### src/rtl/led_bar_peak_meter.sv
// LED bar/dot meter with a peak-hold marker: holds the highest level reached, then decays
// the marker one LED per step until it meets the live level.
module led_bar_peak_meter #(
  parameter int unsigned IN_W         = 4,
  parameter int unsigned N_LEDS       = 8,
  parameter int unsigned HOLD_CYCLES  = 25000000,
  parameter int unsigned DECAY_CYCLES = 5000000,
  localparam int unsigned LW          = $clog2(N_LEDS + 1)
) (
  input  logic              clk,
  input  logic              rst_n,
  input  logic              sample_valid,
  input  logic [IN_W-1:0]   sample,
  input  logic              dot_mode,
  input  logic              peak_en,
  input  logic              clear_peak,
  output logic [N_LEDS-1:0] leds,
  output logic [LW-1:0]     level,
  output logic [LW-1:0]     peak
);

  localparam int unsigned PW   = IN_W + LW;
  localparam int unsigned CMAX = (HOLD_CYCLES > DECAY_CYCLES) ? HOLD_CYCLES : DECAY_CYCLES;
  localparam int unsigned CW   = $clog2(CMAX + 1);

  typedef enum logic [1:0] {
    StTrack = 2'd0,
    StHold  = 2'd1,
    StDecay = 2'd2
  } state_e;

  state_e          state_q;
  logic [LW-1:0]   level_q, peak_q;
  logic [CW-1:0]   hold_q, dec_q;
  logic [PW-1:0]   prod;
  logic [LW-1:0]   lvl_new, lvl_eff;

  // Rounds up so any non-zero sample lights at least one LED; PW bits cannot overflow.
  always_comb begin
    prod    = PW'(sample) * PW'(N_LEDS) + PW'({IN_W{1'b1}});
    lvl_new = LW'(prod >> IN_W);
    lvl_eff = sample_valid ? lvl_new : level_q;
  end

  always_ff @(posedge clk or negedge rst_n) begin
    if (!rst_n) begin
      level_q <= '0;
      peak_q  <= '0;
      state_q <= StTrack;
      hold_q  <= '0;
      dec_q   <= '0;
    end else begin
      if (sample_valid) level_q <= lvl_new;

      if (clear_peak) begin
        peak_q  <= lvl_eff;
        state_q <= StTrack;
        hold_q  <= '0;
        dec_q   <= '0;
      end else if (lvl_eff > peak_q) begin
        peak_q  <= lvl_eff;
        state_q <= StHold;
        hold_q  <= '0;
        dec_q   <= '0;
      end else begin
        unique case (state_q)
          StTrack: begin
            if (lvl_eff < peak_q) begin
              hold_q  <= '0;
              state_q <= StHold;
            end else begin
              peak_q <= lvl_eff;
            end
          end
          StHold: begin
            if (hold_q == CW'(HOLD_CYCLES - 1)) begin
              hold_q  <= '0;
              dec_q   <= '0;
              state_q <= StDecay;
            end else begin
              hold_q <= hold_q + CW'(1);
            end
          end
          StDecay: begin
            if (dec_q == CW'(DECAY_CYCLES - 1)) begin
              dec_q <= '0;
              // Guarded so the marker can never wrap below zero.
              if ((peak_q != '0) && ((peak_q - LW'(1)) > lvl_eff)) begin
                peak_q <= peak_q - LW'(1);
              end else begin
                peak_q  <= lvl_eff;
                state_q <= StTrack;
              end
            end else begin
              dec_q <= dec_q + CW'(1);
            end
          end
          default: state_q <= StTrack;
        endcase
      end
    end
  end

  always_comb begin
    leds = '0;
    for (int i = 0; i < N_LEDS; i++) begin
      if (dot_mode) leds[i] = (level_q == LW'(i + 1));
      else          leds[i] = (LW'(i) < level_q);
      if (peak_en && (peak_q == LW'(i + 1))) leds[i] = 1'b1;
    end
  end

  assign level = level_q;
  assign peak  = peak_q;

endmodule

### config.mk
export PLATFORM = sky130hd
export DESIGN_NAME = led_bar_peak_meter
export DESIGN_NICKNAME = d
export VERILOG_FILES = /design/src/rtl/led_bar_peak_meter.sv
export SDC_FILE = /design/constraint.sdc
export NUM_CORES = 1
export LEC_CHECK = 0
export ABC_AREA = 1
export BUFFER_PORTS_ARGS = -buffer_cell sky130_fd_sc_hd__buf_2
export CELL_PAD_IN_SITES_DETAIL_PLACEMENT = 0
export CELL_PAD_IN_SITES_GLOBAL_PLACEMENT = 1
export CORE_MARGIN = 1
export CORE_UTILIZATION = 25
export DETAILED_ROUTE_END_ITERATION = 10
export PLACE_DENSITY_LB_ADDON = 0.1
export SETUP_SLACK_MARGIN = 0.5
export SLEW_MARGIN = 15
export SYNTH_ARGS = -nofsm -noshare
export SYNTH_HDL_FRONTEND = slang
export SYNTH_SLANG_ARGS = --single-unit
### constraint.sdc
create_clock -name clk -period 3.4 [get_ports clk]
set_input_delay 0.51 -clock clk [delete_from_list [all_inputs] [get_ports clk]]
set_output_delay 0.51 -clock clk [all_outputs]
set_load 0.02 [all_outputs]
==> results of run 1 <==
-- cell families (layout without fill, tap and decap cells) --
kind of cell | count (synthesis) | in the layout | share of synthesized area
buffers and inverters | 116 | 144 | 0.09997
AOI/OAI and AO/OA | 66 | 66 | 0.07589
and+or+nand+nor | 444 | 444 | 0.4167
adders and majority gates | 17 | 17 | 0.04403
DFF | 60 | 60 | 0.3108
xor gates and xnor gates | 29 | 29 | 0.05258
-- what timing repair did --
item / in CTS / in global routing
hold buffers: 0 / 0
resized for setup: 0 / 1
endpoints found under the setup margin: 0 / 27
-- final cells by class --
type,instances,area (sq um)
Sequential cell,60,1501
Clock buffer,12,256.5
Fill cell,2142,13300
Tap cell,260,325.3
Inverter,96,360.3
Timing Repair Buffer,34,205.2
Clock inverter,2,35.03
Multi-Input combinational cell,556,2846
-- routing by layer --
metal	routed length [microns]	up-vias
met5	0	-
met3	443	12
met2	7053	65
met1	7305	2266
met4	216	0
li1	-	2466
-- power by group through the flow --
| stage | combinational, mW | sequential (mW) | clock (mW) |
|---|---|---|---|
| final | 1.32 | 0.830 | 0.930 |
| after global routing | 1.50 | 0.838 | 0.989 |
| after CTS | 1.34 | 0.833 | 0.967 |
| after detailed placement | 1.33 | 0.845 | 0 |
| after global placement | 1.35 | 0.843 | 0 |
| after floorplan | 0.973 | 0.850 | 0 |
-- final timing paths --
path	to	slack [ps]	cells past startpoint
min in group clk	state_q[1]$_DFFE_PN0P_	520	2
max	hold_q[20]$_DFFE_PN0P_	860	14
max in group asynchronous	hold_q[6]$_DFFE_PN0P_	2460	2
min reg2reg	state_q[1]$_DFFE_PN0P_	520	2
min	hold_q[24]$_DFFE_PN0P_	340	2
max reg2reg	hold_q[20]$_DFFE_PN0P_	860	14
-- cell usage after synthesis (all sizes together) --
master  number
a21o         2
a21oi       14
a31oi        2
buf         10
clkbuf      10
clkinv       3
dfrtp       60
ha          17
inv         93
nand2      192
nand3       81
nand4       50
nor2        85
nor3        33
nor4         2
o211ai       2
o21ai       43
o22ai        1
o311ai       2
or2          1
xnor2        2
xor2        27
-- flip-flops by register name (all words and copies together) (netlist names) --
name and flops:
dec_q 25, hold_q 25, state_q 2, level 4, peak 4
==> results.py, run 1 <==
metrics = {
    "run_status": {
        "outcome": "finished clean",
    },
    "sta": {
        "final-hold-violation-count": 0,
        "maxSlewViolCount": 0,
        "worst_pin_slew_ps": 859.8,
        "rsz0062_at_grt": "false",
        "finalSetupViolCount": 0,
        "totalNegativeSetupSlack_ps": 0,
        "worst_slew_margin_rel": 0.4268,
        "final_min_period_over_clock_period": 0.7463,
        "clock.fmax_ghz": 0.3941,
        "final_critical_path_setup_slack_ps": 862.5,
        "fin_worst_hold_slack_ps": 342.2,
        "fin_crit_ps": 2537,
        "fin_worst_skew_ps": 6.861,
    },
    "critical_path": {
        "worstSetupStartpoint": "level[2]$_DFF_PN0_",
        "worst-path-buf-inv": 3,
        "crit_type": "flip-flop to flip-flop",
        "critPathTopFamily": "simple AND/OR/NAND/NOR gates",
        "cell_with_the_largest_stage_delay_on_the_worst_path": "sky130_fd_sc_hd__dfrtp_1",
        "regToRegStartpoint": "level[2]$_DFF_PN0_",
        "worstPathMaxFanout": 29,
        "timing.critical_path.from_type": "flip-flop",
        "worstSetupEndpointType": "flip-flop",
        "cpPeakStageDelay_ps": 420,
        "worst-endpoint-arrival_ps": 2790,
        "crit_chain": "nand2_1, nand3_1, ha_1, nand2_1, inv_1, nand2_1, inv_1, nand3_1, a21oi_4, nand2_1, nand2_2, buf_12, nand2_1, o21ai_1",
        "critical_path.most_common_cell": "sky130_fd_sc_hd__nand2_1",
        "worstPathRequired_ps": 3660,
    },
    "drt": {
        "wl_per_cell_microns": 14.72,
        "post-route-drc-count": 0,
        "finalWirelength_microns": 15020,
        "vias": 4809,
        "drt-initial-drc-count": 244,
        "vias_per_cell": 4.715,
        "postRouteAntennaNets": 0,
        "drt-pass1-iter-count": 5,
    },
    "synth": {
        "ys.warnings.count": 0,
        "synth.top_cell.area_share": 0.3108,
        "synth.net_count": 759,
        "post_synthesis_instance_total": 732,
        "synth.cell_area_sq_mm": 0.004831,
        "yosys.cell_types.count": 34,
        "syn_area_per_cell_sq_um": 6.600,
        "netlist.top_cell.by_area": "sky130_fd_sc_hd__dfrtp_1",
        "ys_seq_elements": 60,
        "synth_seq_area_share": 0.3108,
        "synthTopCellsByArea": "sky130_fd_sc_hd__dfrtp_1 (31%), sky130_fd_sc_hd__nand2_1 (14%), sky130_fd_sc_hd__nand3_1 (8.1%)",
    },
    "worst_hold_path": {
        "timing.hold.worst.class": "input pin to async pin",
    },
    "cells_and_area": {
        "design.final.nets": 784,
        "final_layout_size_suffix_gt1_frac": 0.08947,
        "top_library_cells_by_usage_in_the_layout_fill_and_taps_aside": "sky130_fd_sc_hd__nand2_1 (184), sky130_fd_sc_hd__inv_1 (88), sky130_fd_sc_hd__nor2_1 (85), sky130_fd_sc_hd__nand3_1 (78), sky130_fd_sc_hd__dfrtp_1 (60)",
        "flow.area_growth_from_synthesis_pct": 14.48,
        "commonest_non_fill_non_tap_cell_in_the_layout": "sky130_fd_sc_hd__nand2_1",
        "final_core_util": 0.2937,
        "postLayoutCellArea_sq_mm": 0.005530,
        "stdcell_count": 1020,
        "diodes": 0,
    },
    "run": {
        "max_cap_viol_count": 0,
    },
    "die": {
        "die_width_microns": 141.0,
        "boundaryPins": 26,
        "core_area_sq_mm": 0.01883,
        "floorplan.initialDensity": 0.2565,
        "placement_rows": 50,
        "floorplan.die_area_sq_mm": 0.01988,
        "die_height_microns": 141.0,
    },
    "grt": {
        "use_met2": 0.2700,
        "grt_first_pass_wirelength_microns": 25160,
        "gr-max-usage-layer": "met2",
        "gr-usage-met1": 0.2122,
        "grt_pass1_vias": 4800,
        "grt_max_degree": 61,
        "gr-usage-all-layers": 0.1608,
        "grtUsageMet3": 0.02208,
        "globalRoute.totalOverflow": 0,
        "antenna_found_initial": 0,
    },
    "power": {
        "switchingPower_mw": 1.385,
        "fin_total_pwr_mw": 3.077,
        "clockPowerShare": 0.302,
        "power_leakage_nw": 2.441,
        "comb_power_share": 0.428,
        "vdd_drop_max_mv": 0.2927,
        "power_frac_seq": 0.270,
        "p_sw_frac": 0.4501,
        "p_int_mw": 1.692,
        "cellPowerDensity_mw_per_mm2": 556.4,
    },
    "cts": {
        "cts_setup_buffers": 0,
        "cts_buffer_count": 9,
        "cts.clk_slew.worst_paths_ps": 50,
        "cts_root_buf": "sky130_fd_sc_hd__clkbuf_16",
        "tritoncts": "done",
        "clock_insertion_delay_worst_skew_ps": 340,
        "tritoncts_num_sinks": 60,
        "clock_tree.htree_level_count": 3,
        "cts_buffer_depth": 2,
    },
    "placement": {
        "place.port_buffers": 25,
        "preCtsSetupSlack_ps": 493.6,
        "hpwlAfterDp_microns": 11130,
        "dp.cells": 1006,
        "gp_congestion": 0.8171,
        "placed_area_sq_mm": 0.005239,
    },
}
Power figures use the tool's default switching activity.
==> inputs of run 2 (changes only) <==
- clock period: 3.4 -> 2.4 ns (I/O delays scaled with it)
==> run 2 against run 1 <==
  * Maximum frequency rose by 17%
  * Wire length increased by 9.6%
  * Sequential power increased by 39%
  * Count of clock-buffer cells in the layout decreased by 1
  * Total power up 86%
  * First-iteration DRC count grew 4.1%
  * Utilization grew 5.3 points
  * Clock power increased by 35%
  * Sequential share of layout area is 4.0 points lower
  * Global-route usage is 1.1 points higher
  * Largest cell class unchanged
==> results.py, run 2 (same netlist as run 1, synthesis figures left out) <==
metrics = {
    "drt": {
        "postRouteAntennaNets": 0,
        "post-route-drc-count": 0,
        "vias": 5098,
        "finalWirelength_microns": 16460,
        "wl_per_cell_microns": 15.35,
        "drt-pass1-iter-count": 5,
        "vias_per_cell": 4.756,
        "drt-initial-drc-count": 254,
    },
    "placement": {
        "preCtsSetupSlack_ps": 1.465,
        "place.port_buffers": 25,
        "gp_congestion": 0.8037,
        "dp.cells": 1031,
        "placed_area_sq_mm": 0.005517,
        "hpwlAfterDp_microns": 11730,
    },
    "die": {
        "core_area_sq_mm": 0.01883,
        "boundaryPins": 26,
        "die_height_microns": 141.0,
        "floorplan.initialDensity": 0.2565,
        "placement_rows": 50,
        "floorplan.die_area_sq_mm": 0.01988,
        "die_width_microns": 141.0,
    },
    "grt": {
        "globalRoute.totalOverflow": 0,
        "grt_max_degree": 33,
        "grt_pass1_vias": 5004,
        "grt_first_pass_wirelength_microns": 26570,
        "antenna_found_initial": 0,
        "gr-usage-all-layers": 0.1720,
    },
    "critical_path": {
        "crit_type": "flip-flop to flip-flop",
        "worstSetupEndpointType": "flip-flop",
        "worst-endpoint-arrival_ps": 2430,
        "worst-path-buf-inv": 5,
        "crit_chain": "inv_2, o22ai_2, ha_1, nand2_1, inv_1, nand2_1, inv_2, nand2_2, nand2_4, a21oi_4, buf_6, nand3_4, nand2_8, clkbuf_16, nand2_1, o21ai_1",
        "cell_with_the_largest_stage_delay_on_the_worst_path": "sky130_fd_sc_hd__dfrtp_2",
        "critPathTopFamily": "simple AND/OR/NAND/NOR gates",
        "timing.critical_path.from_type": "flip-flop",
        "critical_path.most_common_cell": "sky130_fd_sc_hd__nand2_1",
        "cpPeakStageDelay_ps": 400,
        "worstPathRequired_ps": 2660,
        "worstPathMaxFanout": 7,
    },
    "cts": {
        "cts_root_buf": "sky130_fd_sc_hd__clkbuf_16",
        "clock_insertion_delay_worst_skew_ps": 340,
        "cts_buffer_depth": 2,
        "cts_hold_buffers": 0,
        "cts_buffer_count": 9,
        "clock_tree.htree_level_count": 3,
        "tritoncts_num_sinks": 60,
        "cts.clk_slew.worst_paths_ps": 60,
        "tritoncts": "done",
    },
    "sta": {
        "fin_crit_ps": 2169,
        "rsz0062_at_grt": "true",
        "fin_worst_skew_ps": 6.557,
        "maxSlewViolCount": 0,
        "worst_pin_slew_ps": 627.7,
        "totalNegativeSetupSlack_ps": 0,
        "final-hold-violation-count": 0,
        "finalSetupViolCount": 0,
        "fin_worst_hold_slack_ps": 45.68,
        "worst_slew_margin_rel": 0.5783,
        "final_critical_path_setup_slack_ps": 231.4,
        "final_min_period_over_clock_period": 0.9036,
        "clock.fmax_ghz": 0.4611,
    },
    "power": {
        "fin_total_pwr_mw": 5.737,
        "p_int_mw": 3.160,
        "cellPowerDensity_mw_per_mm2": 879.1,
        "comb_power_share": 0.580,
        "switchingPower_mw": 2.577,
        "clockPowerShare": 0.220,
        "power_frac_seq": 0.200,
        "power_leakage_nw": 2.902,
        "p_sw_frac": 0.4492,
        "vdd_drop_max_mv": 0.4566,
    },
    "cells_and_area": {
        "area_occupied_by_multi_input_gates_sq_mm": 0.003231,
        "final_layout_size_suffix_gt1_frac": 0.2611,
        "commonest_non_fill_non_tap_cell_in_the_layout": "sky130_fd_sc_hd__nand2_1",
        "stdcell_count": 1072,
        "top_library_cells_by_usage_in_the_layout_fill_and_taps_aside": "sky130_fd_sc_hd__nand2_1 (153), sky130_fd_sc_hd__inv_1 (81), sky130_fd_sc_hd__nor2_1 (76), sky130_fd_sc_hd__nand3_1 (69), sky130_fd_sc_hd__dfrtp_1 (54)",
        "fill_count": 2039,
        "design.final.nets": 835,
        "final_core_util": 0.3466,
        "diodes": 0,
        "postLayoutCellArea_sq_mm": 0.006526,
        "regArea_sq_mm": 0.001509,
        "flow.area_growth_from_synthesis_pct": 35.09,
        "largest_registers": "dec_q: 25 flops, hold_q: 25 flops",
    },
    "run": {
        "max_cap_viol_count": 0,
    },
    "run_status": {
        "outcome": "finished clean",
    },
    "worst_hold_path": {
        "timing.hold.worst.class": "input pin to async pin",
    },
}
-- run 2: changes by cell type in the layout (fill, tap and decap cells not counted), moves of 7 or more --
| cell | delta |
|---|---|
| sky130_fd_sc_hd__buf_4 | +35 |
| sky130_fd_sc_hd__buf_6 | +8 |
| sky130_fd_sc_hd__inv_1 | -7 |
| sky130_fd_sc_hd__nand2_1 | -31 |
| sky130_fd_sc_hd__nand2_2 | +23 |
| sky130_fd_sc_hd__nand3_1 | -9 |
| sky130_fd_sc_hd__nor2_1 | -9 |
| sky130_fd_sc_hd__o21ai_0 | -25 |
| sky130_fd_sc_hd__o21ai_2 | +19 |
-- run 2: power by group through the flow --
stage	Clock (mW)	Sequential [mW]	Combinational (mW)
after CTS	1.30	1.15	2.88
after global placement	0	1.16	2.29
after floorplan	0	1.21	1.45
final	1.26	1.15	3.33
after detailed placement	0	1.16	2.29
after global routing	1.35	1.16	3.60
-- run 2: worst paths after layout --
kind                       cells past startpoint                    from  slack [ps]                endpoint
min reg2reg                                    2  state_q[1]$_DFFE_PN0P_         510  state_q[1]$_DFFE_PN0P_
max reg2reg                                   16      level[3]$_DFF_PN0_         230  hold_q[18]$_DFFE_PN0P_
min in group clk                               4            sample_valid         410      level[1]$_DFF_PN0_
max                                           16      level[3]$_DFF_PN0_         230  hold_q[18]$_DFFE_PN0P_
min                                            2                   rst_n          50    dec_q[9]$_DFFE_PN0P_
max in group asynchronous                      2                   rst_n        1940      level[2]$_DFF_PN0_
-- run 2: cell type report --
type / count / area share
inverters: 96 / 0.05828
well taps: 260 / 0.04985
repair buffers: 85 / 0.1231
flip-flops and latches: 60 / 0.2312
multi-input cells: 556 / 0.4950
clock inverters: 4 / 0.003834
clock buffers: 11 / 0.03873
-- run 2: metal layers --
layer / share of wire / track usage
met4: 0.012 / 0.05149
met2: 0.47 / 0.2852
met3: 0.029 / 0.02208
met5: 0 / 0
met1: 0.49 / 0.2325
-- run 2: worst register-to-register path: cells and delay by family (launching register included) --
family,cells,cell delay (ps)
buf+inv,5,470
fa+ha+maj,1,320
simple gates,7,560
flops,1,400
compound gates,3,340
-- run 2: repair_timing --
action | 4_1_cts | 5_1_grt
cloned | 4 | 3
resized for setup | 40 | 82
pin swaps | 4 | 18
endpoints found under the setup margin | 62 | 63
setup buffers | 8 | 11
==> inputs of run 3 (changes only) <==
- GPL_ROUTABILITY_DRIVEN: default -> 1
- SETUP_SLACK_MARGIN: 0.5 -> 0.2
- clock period: 2.4 -> 2.7 ns (I/O delays scaled with it)
==> run 3 against run 2 <==
  * Flip-flop and latch count is the same
  * Via count shrank 5.1%
  * Critical path depth shrank 1
  * Worst setup slack gained 220 ps
  * Largest power group unchanged
==> results.py, run 3 (same netlist as run 1, synthesis figures left out) <==
metrics = {
    "cts": {
        "cts_hold_buffers": 0,
        "cts.clk_slew.worst_paths_ps": 60,
        "clock_tree.htree_level_count": 3,
        "tritoncts": "done",
        "cts_buffer_count": 9,
        "cts_buffer_depth": 2,
        "clock_insertion_delay_worst_skew_ps": 340,
        "cts_root_buf": "sky130_fd_sc_hd__clkbuf_16",
        "tritoncts_num_sinks": 60,
    },
    "drt": {
        "drt-initial-drc-count": 218,
        "finalWirelength_microns": 15190,
        "vias_per_cell": 4.652,
        "wl_per_cell_microns": 14.61,
        "post-route-drc-count": 0,
        "vias": 4838,
        "drt-pass1-iter-count": 7,
        "postRouteAntennaNets": 0,
    },
    "power": {
        "clockPowerShare": 0.299,
        "fin_total_pwr_mw": 4.283,
        "p_sw_frac": 0.4345,
        "vdd_drop_max_mv": 0.3440,
        "cellPowerDensity_mw_per_mm2": 743.8,
        "p_int_mw": 2.422,
        "comb_power_share": 0.463,
        "switchingPower_mw": 1.861,
        "power_leakage_nw": 2.569,
        "power_frac_seq": 0.239,
    },
    "cells_and_area": {
        "postLayoutCellArea_sq_mm": 0.005758,
        "final_layout_size_suffix_gt1_frac": 0.1154,
        "stdcell_count": 1040,
        "commonest_non_fill_non_tap_cell_in_the_layout": "sky130_fd_sc_hd__nand2_1",
        "flow.area_growth_from_synthesis_pct": 19.19,
        "diodes": 0,
        "fill_count": 2101,
        "largest_registers": "dec_q: 25 flops, hold_q: 25 flops",
        "design.final.nets": 802,
        "top_library_cells_by_usage_in_the_layout_fill_and_taps_aside": "sky130_fd_sc_hd__nand2_1 (184), sky130_fd_sc_hd__inv_1 (88), sky130_fd_sc_hd__nor2_1 (85), sky130_fd_sc_hd__nand3_1 (77), sky130_fd_sc_hd__dfrtp_1 (60)",
    },
    "placement": {
        "placed_area_sq_mm": 0.005401,
        "hpwlAfterDp_microns": 11120,
        "gp_congestion": 0.8095,
        "place.port_buffers": 25,
        "dp.cells": 1021,
    },
    "grt": {
        "grt_max_degree": 61,
        "grt_pass1_vias": 4817,
        "gr-usage-all-layers": 0.1644,
        "gr-max-usage-layer": "met2",
        "antenna_found_initial": 0,
        "grtUsageMet3": 0.03533,
        "globalRoute.totalOverflow": 0,
        "grt_first_pass_wirelength_microns": 25450,
        "use_met2": 0.2815,
        "gr-usage-met1": 0.2093,
    },
    "critical_path": {
        "worstPathMaxFanout": 8,
        "worst-endpoint-arrival_ps": 2490,
        "worstPathRequired_ps": 2940,
        "timing.critical_path.from_type": "flip-flop",
        "crit_type": "flip-flop to flip-flop",
        "worstSetupEndpointType": "flip-flop",
    },
    "die": {
        "floorplan.initialDensity": 0.2565,
        "die_width_microns": 141.0,
        "core_area_sq_mm": 0.01883,
        "die_height_microns": 141.0,
        "boundaryPins": 26,
        "placement_rows": 50,
        "floorplan.die_area_sq_mm": 0.01988,
    },
    "sta": {
        "final-hold-violation-count": 0,
        "totalNegativeSetupSlack_ps": 0,
        "fin_crit_ps": 2248,
        "worst_slew_margin_rel": 0.5333,
        "clock.fmax_ghz": 0.4448,
        "worst_pin_slew_ps": 694.6,
        "finalSetupViolCount": 0,
        "final_min_period_over_clock_period": 0.8327,
        "rsz0062_at_grt": "false",
        "fin_worst_skew_ps": 4.099,
        "maxSlewViolCount": 0,
    },
    "run_status": {
        "outcome": "finished clean",
    },
    "worst_hold_path": {
        "timing.hold.worst.class": "input pin to async pin",
    },
    "run": {
        "max_cap_viol_count": 0,
    },
}
## run 3: cell count changes in the layout (fill, tap and decap cells not counted), moves of 7 or more
cell	delta
sky130_fd_sc_hd__nand2_1	+31
sky130_fd_sc_hd__o21ai_0	+25
sky130_fd_sc_hd__nand2_2	-24
sky130_fd_sc_hd__buf_4	-21
sky130_fd_sc_hd__o21ai_2	-19
sky130_fd_sc_hd__nor2_1	+9
sky130_fd_sc_hd__buf_6	-8
sky130_fd_sc_hd__nand3_1	+8
sky130_fd_sc_hd__inv_1	+7
## run 3: critical path: stages (launching register included)
cell,delay (ps)
sky130_fd_sc_hd__dfrtp_1,420
sky130_fd_sc_hd__nand2_1,130
sky130_fd_sc_hd__nand3_1,150
sky130_fd_sc_hd__ha_1,300
sky130_fd_sc_hd__nand2_1,40
sky130_fd_sc_hd__inv_1,40
sky130_fd_sc_hd__nand2_1,50
sky130_fd_sc_hd__inv_1,70
sky130_fd_sc_hd__nand3_1,150
sky130_fd_sc_hd__a21oi_4,240
sky130_fd_sc_hd__nand2_4,140
sky130_fd_sc_hd__buf_4,180
sky130_fd_sc_hd__nand2_1,70
sky130_fd_sc_hd__nand2_1,50
sky130_fd_sc_hd__nand2_1,50
sky130_fd_sc_hd__nor2_1,40
## run 3: layer usage
layer | part of all wire | up-vias
met4 | 0.011 | 0
met1 | 0.48 | 2269
li1 | - | 2496
met2 | 0.48 | 63
met5 | 0 | -
met3 | 0.028 | 10
## run 3: final timing paths
check	cells after the start	endpoint	startpoint	slack [ps]
min reg2reg	2	hold_q[23]$_DFFE_PN0P_	hold_q[23]$_DFFE_PN0P_	520
max	15	dec_q[6]$_DFFE_PN0P_	level[2]$_DFF_PN0_	450
max reg2reg	15	dec_q[6]$_DFFE_PN0P_	level[2]$_DFF_PN0_	450
min in group clk	3	level[2]$_DFF_PN0_	sample[0]	420
max in group asynchronous	2	dec_q[8]$_DFFE_PN0P_	rst_n	2300
min	2	hold_q[24]$_DFFE_PN0P_	rst_n	60
## run 3: final cells by class
| class | instances | area, sq um | share of cell area |
|---|---|---|---|
| clock inverters | 5 | 75.07 | 0.01304 |
| inverters | 96 | 360.3 | 0.06258 |
| clock buffers | 11 | 242.7 | 0.04216 |
| flip-flops and latches | 60 | 1501 | 0.2608 |
| multi-input cells | 556 | 2863 | 0.4972 |
| well taps | 260 | 325.3 | 0.05650 |
| repair buffers | 52 | 390.4 | 0.06780 |
## run 3: timing repair
action / 4_1_cts / 5_1_grt
setup endpoints to repair: 0 / 37
buffers inserted: 0 / 3
resized for setup: 0 / 4
hold endpoints to repair: 0 / 0
## run 3: through the flow
step                      setup slack [ps]  hold slack, ps  utilization
after global routing                 203.0           111.4       0.3058
after detailed placement             130.3           464.2       0.2868
after global placement               113.2           454.3       0.2868
final                                451.7           57.85       0.3058
after CTS                            313.7           99.58       0.3037
after floorplan                      447.2           109.4            -
## run 3: power by group through the flow
stage               combinational, mW  clock (mW)  sequential (mW)
finish                           1.98        1.28             1.02
global placement                 1.95           0             1.04
CTS                              1.95        1.33             1.02
detailed placement               1.94           0             1.04
floorplan                        1.23           0             1.07
global route                     2.20        1.38             1.03
